<file path="config.mk">
export PLATFORM = sky130hd
export DESIGN_NAME = hazard_scoreboard
export DESIGN_NICKNAME = d
export VERILOG_FILES = /design/src/rtl/hazard_scoreboard.sv
export SDC_FILE = /design/constraint.sdc
export NUM_CORES = 1
export LEC_CHECK = 0
export BUFFER_PORTS_ARGS = -buffer_cell sky130_fd_sc_hd__buf_2
export CAP_MARGIN = 0
export CORE_ASPECT_RATIO = 0.8
export CORE_UTILIZATION = 25
export CTS_BUF_LIST = sky130_fd_sc_hd__clkbuf_8
export DETAILED_ROUTE_END_ITERATION = 6
export PLACE_DENSITY = 0.42
export SLEW_MARGIN = 5
export SYNTH_ARGS = -nofsm -noshare
export SYNTH_HDL_FRONTEND = slang
export SYNTH_SLANG_ARGS = --single-unit
</file>
<file path="constraint.sdc">
create_clock -name clk -period 4.3 [get_ports clk]
set_input_delay 0.86 -clock clk [delete_from_list [all_inputs] [get_ports clk]]
set_output_delay 0.86 -clock clk [all_outputs]
set_load 0.02 [all_outputs]
</file>
<file path="src/rtl/hazard_scoreboard.sv">
// hazard_scoreboard: D/E forward selects and D stall from a shifting producer scoreboard plus MDU busy interlock.
// Outputs are combinational (no added latency); stall is the only flow control. HAZARD_STATS_EN adds stall counters.
module hazard_scoreboard #(
  parameter int NUM_STAGES = 3,
  parameter int REG_AW     = 5,
  parameter int TNEW_W     = 3,
  parameter int MUL_CYCLES = 5,
  parameter int DIV_CYCLES = 10,
  parameter int FWD_W      = $clog2(NUM_STAGES + 1)
) (
  input  logic              clk,
  input  logic              reset,
  input  logic [REG_AW-1:0] a1_D,
  input  logic [REG_AW-1:0] a2_D,
  input  logic [TNEW_W-1:0] tuse_a1_D,
  input  logic [TNEW_W-1:0] tuse_a2_D,
  input  logic [REG_AW-1:0] a3_D,
  input  logic [TNEW_W-1:0] tnew_D,
  input  logic              md_start_D,
  input  logic              md_is_div_D,
  input  logic              md_use_D,
  output logic [FWD_W-1:0]  fwd1_D,
  output logic [FWD_W-1:0]  fwd2_D,
  output logic [FWD_W-1:0]  fwd1_E,
  output logic [FWD_W-1:0]  fwd2_E,
  output logic              md_busy,
  output logic              stall
`ifdef HAZARD_STATS_EN
  ,
  output logic [31:0]       stall_cnt,
  output logic [31:0]       md_stall_cnt
`endif
);

  localparam int MdMax = (DIV_CYCLES > MUL_CYCLES) ? DIV_CYCLES : MUL_CYCLES;
  localparam int MdW   = $clog2(MdMax + 1);

  typedef struct packed {
    logic [REG_AW-1:0] a3;
    logic [TNEW_W-1:0] tnew;
    logic [REG_AW-1:0] a1;
    logic [REG_AW-1:0] a2;
  } entry_t;

  // sb[0] is the E entry; sb[NUM_STAGES-1] is the last stage, still forwardable.
  entry_t            sb [NUM_STAGES];
  entry_t            newEntry;
  logic [MdW-1:0]    mdCnt;
  logic              mdInE;
  logic [REG_AW-1:0] srcAddr [4];
  logic              hit     [4];
  logic [FWD_W-1:0]  hitIdx  [4];
  logic [TNEW_W-1:0] hitTnew [4];
  logic              srcStall;
  logic              mdStall;
  logic              mdAccept;

  assign srcAddr[0] = a1_D;
  assign srcAddr[1] = a2_D;
  assign srcAddr[2] = sb[0].a1;
  assign srcAddr[3] = sb[0].a2;

  // Walk from the far end inward so the nearest matching producer wins; E sources skip their own entry.
  always_comb begin
    for (int s = 0; s < 4; s++) begin
      hit[s]     = 1'b0;
      hitIdx[s]  = '0;
      hitTnew[s] = '0;
      for (int i = NUM_STAGES - 1; i >= 0; i--) begin
        if ((s < 2 || i >= 1) && srcAddr[s] != '0 && sb[i].a3 == srcAddr[s]) begin
          hit[s]     = 1'b1;
          hitIdx[s]  = FWD_W'(i + 1);
          hitTnew[s] = sb[i].tnew;
        end
      end
    end
  end

  always_comb begin
    newEntry.a3   = a3_D;
    newEntry.tnew = tnew_D;
    newEntry.a1   = a1_D;
    newEntry.a2   = a2_D;
  end

  assign srcStall = (hit[0] && hitTnew[0] > tuse_a1_D) || (hit[1] && hitTnew[1] > tuse_a2_D);
  assign md_busy  = (mdCnt != '0);
  assign mdStall  = md_use_D && (md_busy || mdInE);
  assign stall    = srcStall || mdStall;
  assign mdAccept = md_start_D && !stall;

  assign fwd1_D = (hit[0] && hitTnew[0] == '0) ? hitIdx[0] : '0;
  assign fwd2_D = (hit[1] && hitTnew[1] == '0) ? hitIdx[1] : '0;
  assign fwd1_E = (hit[2] && hitTnew[2] == '0) ? hitIdx[2] : '0;
  assign fwd2_E = (hit[3] && hitTnew[3] == '0) ? hitIdx[3] : '0;

  always_ff @(posedge clk or posedge reset) begin
    if (reset) begin
      for (int i = 0; i < NUM_STAGES; i++) sb[i] <= '0;
      mdCnt <= '0;
      mdInE <= 1'b0;
    end else begin
      sb[0] <= stall ? '0 : newEntry;
      for (int i = 1; i < NUM_STAGES; i++) begin
        sb[i] <= entry_t'{
          a3:   sb[i-1].a3,
          tnew: (sb[i-1].tnew != '0) ? sb[i-1].tnew - TNEW_W'(1) : '0,
          a1:   sb[i-1].a1,
          a2:   sb[i-1].a2
        };
      end
      if (mdAccept) mdCnt <= md_is_div_D ? MdW'(DIV_CYCLES) : MdW'(MUL_CYCLES);
      else if (mdCnt != '0) mdCnt <= mdCnt - MdW'(1);
      mdInE <= mdAccept;
    end
  end

`ifdef HAZARD_STATS_EN
  always_ff @(posedge clk or posedge reset) begin
    if (reset) begin
      stall_cnt    <= '0;
      md_stall_cnt <= '0;
    end else begin
      if (stall && stall_cnt != '1) stall_cnt <= stall_cnt + 32'd1;
      if (mdStall && !srcStall && md_stall_cnt != '1) md_stall_cnt <= md_stall_cnt + 32'd1;
    end
  end
`endif

endmodule

</file>
# Word level (Yosys, flattened, before mapping)
# Index checks and enable logic that the tools add are counted.
dict set report totals {
  register_bits 39
  word_cells 99
  input_bits 29
  output_inout_bits 10
}
dict set report op_classes {
  reduce_logical 34
  magnitude_cmp 2
  muxes 40
  addsub 3
  n_eq_ne 10
}
# op n
set ops {}
lappend ops {{$eq A5 B5 Y1} 10}
lappend ops {{$mux W3} 12}
lappend ops {{$mux W2} 14}
lappend ops {{$reduce_bool A5 Y1} 4}
lappend ops {{$logic_and A1 B1 Y1} 18}
lappend ops {{$mux W18} 1}
lappend ops {{$logic_not A3 Y1} 4}
lappend ops {{$mux W4} 3}
lappend ops {{$mux W1} 10}
lappend ops {{$gt A3 B3 Y1} 2}
lappend ops {{$reduce_bool A3 Y1} 2}
lappend ops {{$sub A3 B1 Y3 const B} 2}
lappend ops {{$reduce_bool A4 Y1} 1}
lappend ops {{$sub A4 B1 Y4 const B} 1}
lappend ops {{$logic_or A1 B1 Y1} 3}
lappend ops {{$reduce_bool A2 Y1} 1}
lappend ops {{$logic_not A1 Y1} 1}

# Logic depth before layout (Yosys ltp)
dict set report logic_depth {
  ltp_word 12
  mapped_depth 15
  depth_no_buf 13
}

# Least setup slack after synthesis
# No wires, ideal clock.
dict set report synth_path {
  path_type {input to output}
  startpoint {input port a1_D[0]}
  endpoint {output port stall}
  slack_ns -0.120
  arrival_time_ns 3.560
  path_buffers 2
  stages 13
  required_time_ns 3.440
  cell_sequence {buf_2 xnor2_1 nand3_1 nor3_2 or3b_2 o211ai_1 ha_1 and3_1 a211oi_1 o31ai_2 clkbuf_1 and2_1 inv_1}
}
dict set report synth_via {
  elab_chain_cells 9
  elab_cells_between_ends 17
  cone_classes {order compare: 1; eq/ne: 3; mux: 6; reduce/logical: 7}
}
# item line_no
set synth_lines {}
lappend synth_lines {{from (decl)} 13} ;# input logic [REG_AW-1:0] a1_D,
lappend synth_lines {{$eq A5 B5 Y1 or $reduce_bool A5 Y1 (tied branches)} 70} ;# if ((s < 2 || i >= 1) && srcAddr[s] != '0 && sb[i].a3 == srcAddr[s]) begin
lappend synth_lines {{$logic_and A1 B1 Y1} 70}
lappend synth_lines {{$mux W3 (3 in a row)} 70}
lappend synth_lines {{$gt A3 B3 Y1} 86} ;# assign srcStall = (hit[0] && hitTnew[0] > tuse_a1_D) || (hit[1] && hitTnew[1] > tuse_a2_D);
lappend synth_lines {{$logic_and A1 B1 Y1 *} 86}
lappend synth_lines {{$logic_or A1 B1 Y1 *} 86}
lappend synth_lines {{$logic_or A1 B1 Y1 *} 89} ;# assign stall = srcStall || mdStall;
lappend synth_lines {{to (decl)} 27} ;# output logic stall
# Every way passes the cells marked *; elsewhere a longest branch is shown, timed or not.

# Worst setup path after layout
dict set report layout_path {
  startpoint {input port a2_D[1]}
  endpoint {output port stall}
}
dict set report layout_via {
  elab_chain_cells 9
  elab_cells_between_ends 17
  cone_classes {order compare: 1; eq/ne: 3; mux: 6; reduce/logical: 7}
}
# item line_no
set layout_lines {}
lappend layout_lines {{from (decl)} 14} ;# input logic [REG_AW-1:0] a2_D,
lappend layout_lines {{$eq A5 B5 Y1 or $reduce_bool A5 Y1 (tied branches)} 70}
lappend layout_lines {{$logic_and A1 B1 Y1} 70}
lappend layout_lines {{$mux W3 (3 in a row)} 70}
lappend layout_lines {{$gt A3 B3 Y1} 86}
lappend layout_lines {{$logic_and A1 B1 Y1 *} 86}
lappend layout_lines {{$logic_or A1 B1 Y1 *} 86}
lappend layout_lines {{$logic_or A1 B1 Y1 *} 89}
# Marks and branches as above.

==> qor.csv <==
stage,metric,value,unit
cells_and_area,most frequent cells in the layout,"dfrtp_1 (39), buf_4 (38), buf_2 (34), xor2_1 (28), xnor2_1 (24)",
setup_path,worst r2r src,sb[14],
cells_and_area,layout cell share with drive strength beyond 1,32.7,%
sta,post-route minimum period,4240,ps
global_routing,gr ovfl total,0,
synthesis,Yosys reg bits,39,
setup_path,R2R Setup Slk,870,ps
setup_path,Worst setup EP type,output pin,
sta,setup tns final,0,ps
sta,RSZ-0062 raised after global routing,true,
floorplanning,Initial Utilization,25.8,%
floorplanning,die area,10400,µm²
floorplanning,CORE AREA,9690,µm²
detailed_routing,Via density,4.35,
synthesis,Syn Nets,293,
global_routing,met3 usage,2.87,%
synthesis,number of synthesized flops with an enable pin,0,
setup_path,"Buf+Inv Stages, Crit Path",3,
hold_path,HP Class,reg2reg,
floorplanning,# IOs,39,
global_routing,first-pass GRT wire length,11000,µm
sta,Clock Skews,5.84,ps
clock_network,Clock Tree Root,clkbuf_8,
synthesis,unique cell type count in the Yosys netlist,47,
clock_network,CTS tree,done,
detailed_routing,DR pass1 iterations,4,
floorplanning,row cnt,32,
setup_path,"Req. time, crit path",3440,ps
global_routing,met1 Track Usage GR,20.9,%
sta,final setup fails,0,
detailed_routing,DRC,0,
placement,Placer Congestion,0.809,
synthesis,Mapped Cells,252,
setup_path,critical path's top delay family,simple AND/OR/NAND/NOR gates,
sta,Tcrit/Tclk final,98.5,%
hold_path,hold_sp,sb[52],
detailed_routing,wire length per cell,14.5,µm
placement,Port Buffers,38,
detailed_routing,final WL,6710,µm
clock_network,Clock transition at path regs,70,ps
global_routing,number of antenna violations at the first check in global routing,0,
placement,hpwl dp,5260,µm
detailed_routing,Post-DRT Antenna Nets,0,
clock_network,Clock Tree Buf Depth,2,
clock_network,worst skew pair latency,290,ps
setup_path,Slowest cell on crit path,or4b_4,
clock_network,number of buffers created by CTS,5,
cells_and_area,design area,3280,µm²
setup_path,CP cell instances,buf_8 -> xor2_1 -> nor3_1 -> nand3_1 -> or4b_4 -> a31oi_4 -> ha_4 -> nor2b_1 -> o21a_1 -> o211ai_1 -> a32o_2 -> and2_4 -> inv_2 -> buf_6,
synthesis,sequential area share after synthesis,39.0,%
setup_path,startpoint types,input port,
global_routing,largest net degree at the start of global routing,40,
clock_network,CTS sink cnt,39,
cells_and_area,Filler cells,1036,
floorplanning,Die Span Y,91.5,µm
power,static leakage,1.55,nW
cells_and_area,fin nets,367,
synthesis,YS warnings,0,
cells_and_area,area grow syn2layout,31.1,%
synthesis,cell area after synthesis,2500,µm²
placement,Placed Area,3040,µm²
setup_path,CP max FO,4,
floorplanning,die width,114,µm
cells_and_area,antenna fix cells,0,
sta,Fmax achieved,0.236,GHz
detailed_routing,Via Count,2016,
synthesis,Syn Area/Cell,9.93,µm²
setup_path,Worst setup startpoint,a2_D[1],
setup_path,worst path arrival time,3380,ps
global_routing,vias in the first global route,2055,
cells_and_area,"commonest non-fill, non-tap cell in the layout",dfrtp_1,
sta,Final Slew Violations,0,
synthesis,ys async rst share,100,%
sta,Rel. slew slack,62.0,%
global_routing,met2 GRT Util,19.9,%
setup_path,CP max stage delay,520,ps
global_routing,Total GRT Usage,13.8,%
run,Max Cap Viol,0,
global_routing,GRT busiest layer,met1,
setup_path,Setup CP Type,in2out,
sta,Final Hold Fails,0,
power,Worst VDD drop,155,µV
synthesis,prevailing post-synth register cell,dfrtp_1,
clock_network,Hold Buf Count CTS,0,
clock_network,H-tree lvl count,2,
run_status,status,"complete, no violations",
placement,pre-CTS setup slack,-236,ps
sta,Slew @ Worst Pin,556,ps
power,PwrDens,383,nW/µm²
detailed_routing,Initial DRC Count,88,
sta,final worst setup slack,63.5,ps
-- registers in the layout, indices dropped and copies added (netlist names) --
register	cells
sb	34
mdInE	1
mdCnt	4
-- layout make-up --
class / instances / area, µm² / area share (%)
clock buffers: 5 / 68.8 / 2.10
clock inverters: 3 / 12.5 / 0.382
inverters: 16 / 60.1 / 1.83
multi-input cells: 189 / 1500 / 45.7
flip-flops and latches: 39 / 976 / 29.8
well taps: 136 / 170 / 5.19
repair buffers: 75 / 493 / 15.0
-- final timing paths --
kind,to,depth (start not counted)
max in group asynchronous,sb[16],3
setup reg to reg,mdCnt[1],13
setup / recovery,stall,14
min in group asynchronous,sb[31],3
hold reg to reg,sb[34],0
hold / removal,sb[34],0
-- cells in the mapped netlist, drive strengths merged, types with 3 or more instances --
cell type,instances,share of area [%]
dfrtp,39,39
xor2,28,9.8
xnor2,24,8.4
and3,19,4.7
nor2,17,2.5
inv,16,2.4
ha,12,6.0
nand2,10,1.5
nand3,10,3.2
nor3,8,1.8
nand4,7,1.7
o211ai,5,1.5
o21ai,5,1.0
buf,4,1.0
clkbuf,4,0.65
nor2b,4,1.0
or4,4,1.2
a2111oi,3,1.3
nor4,3,0.75
or2,3,0.85
-- kinds of logic after synthesis --
| logic type | share of synthesized area (%) |
|---|---|
| mux | 2.00 |
| simple gates | 21.9 |
| compound gates | 8.85 |
| flops | 39.0 |
| xor+xnor | 18.2 |
| fa+ha+maj | 6.00 |
| buf+inv | 4.05 |
-- metrics by stage --
step	hold WS [ps]	utilization, %	instances	total power, W
3_5_place_dp	443	31.4	447	0.00101
3_3_place_gp	426	31.4	447	0.00101
6_report	450	33.8	463	0.00126
5_1_grt	464	33.8	463	0.00135
2_1_floorplan	409	-	252	0.000858
4_1_cts	458	33.4	461	0.00127
-- repair_timing --
| item | CTS | global route |
|---|---|---|
| setup buffers | 6 | 2 |
| gates cloned | 0 | 0 |
| pin swaps | 8 | 11 |
| setup endpoints to repair | 1 | 1 |
| resized for setup | 13 | 9 |
-- layer usage --
layer / share of wire, % / routed length [µm] / vias to the layer above
met1: 54 / 3630 / 957
met5: 0 / 0 / -
met3: 3.3 / 221 / 6
li1: - / - / 1019
met2: 41 / 2760 / 34
met4: 1.3 / 89 / 0
-- report_power, final --
| part | switching [W] | internal, W | total, W |
|---|---|---|---|
| Combinational | 0.000226 | 0.000244 | 0.000470 |
| Sequential | 0.000108 | 0.000445 | 0.000553 |
| Clock | 0.000125 | 0.000109 | 0.000234 |
Power figures use the tool's default switching activity.
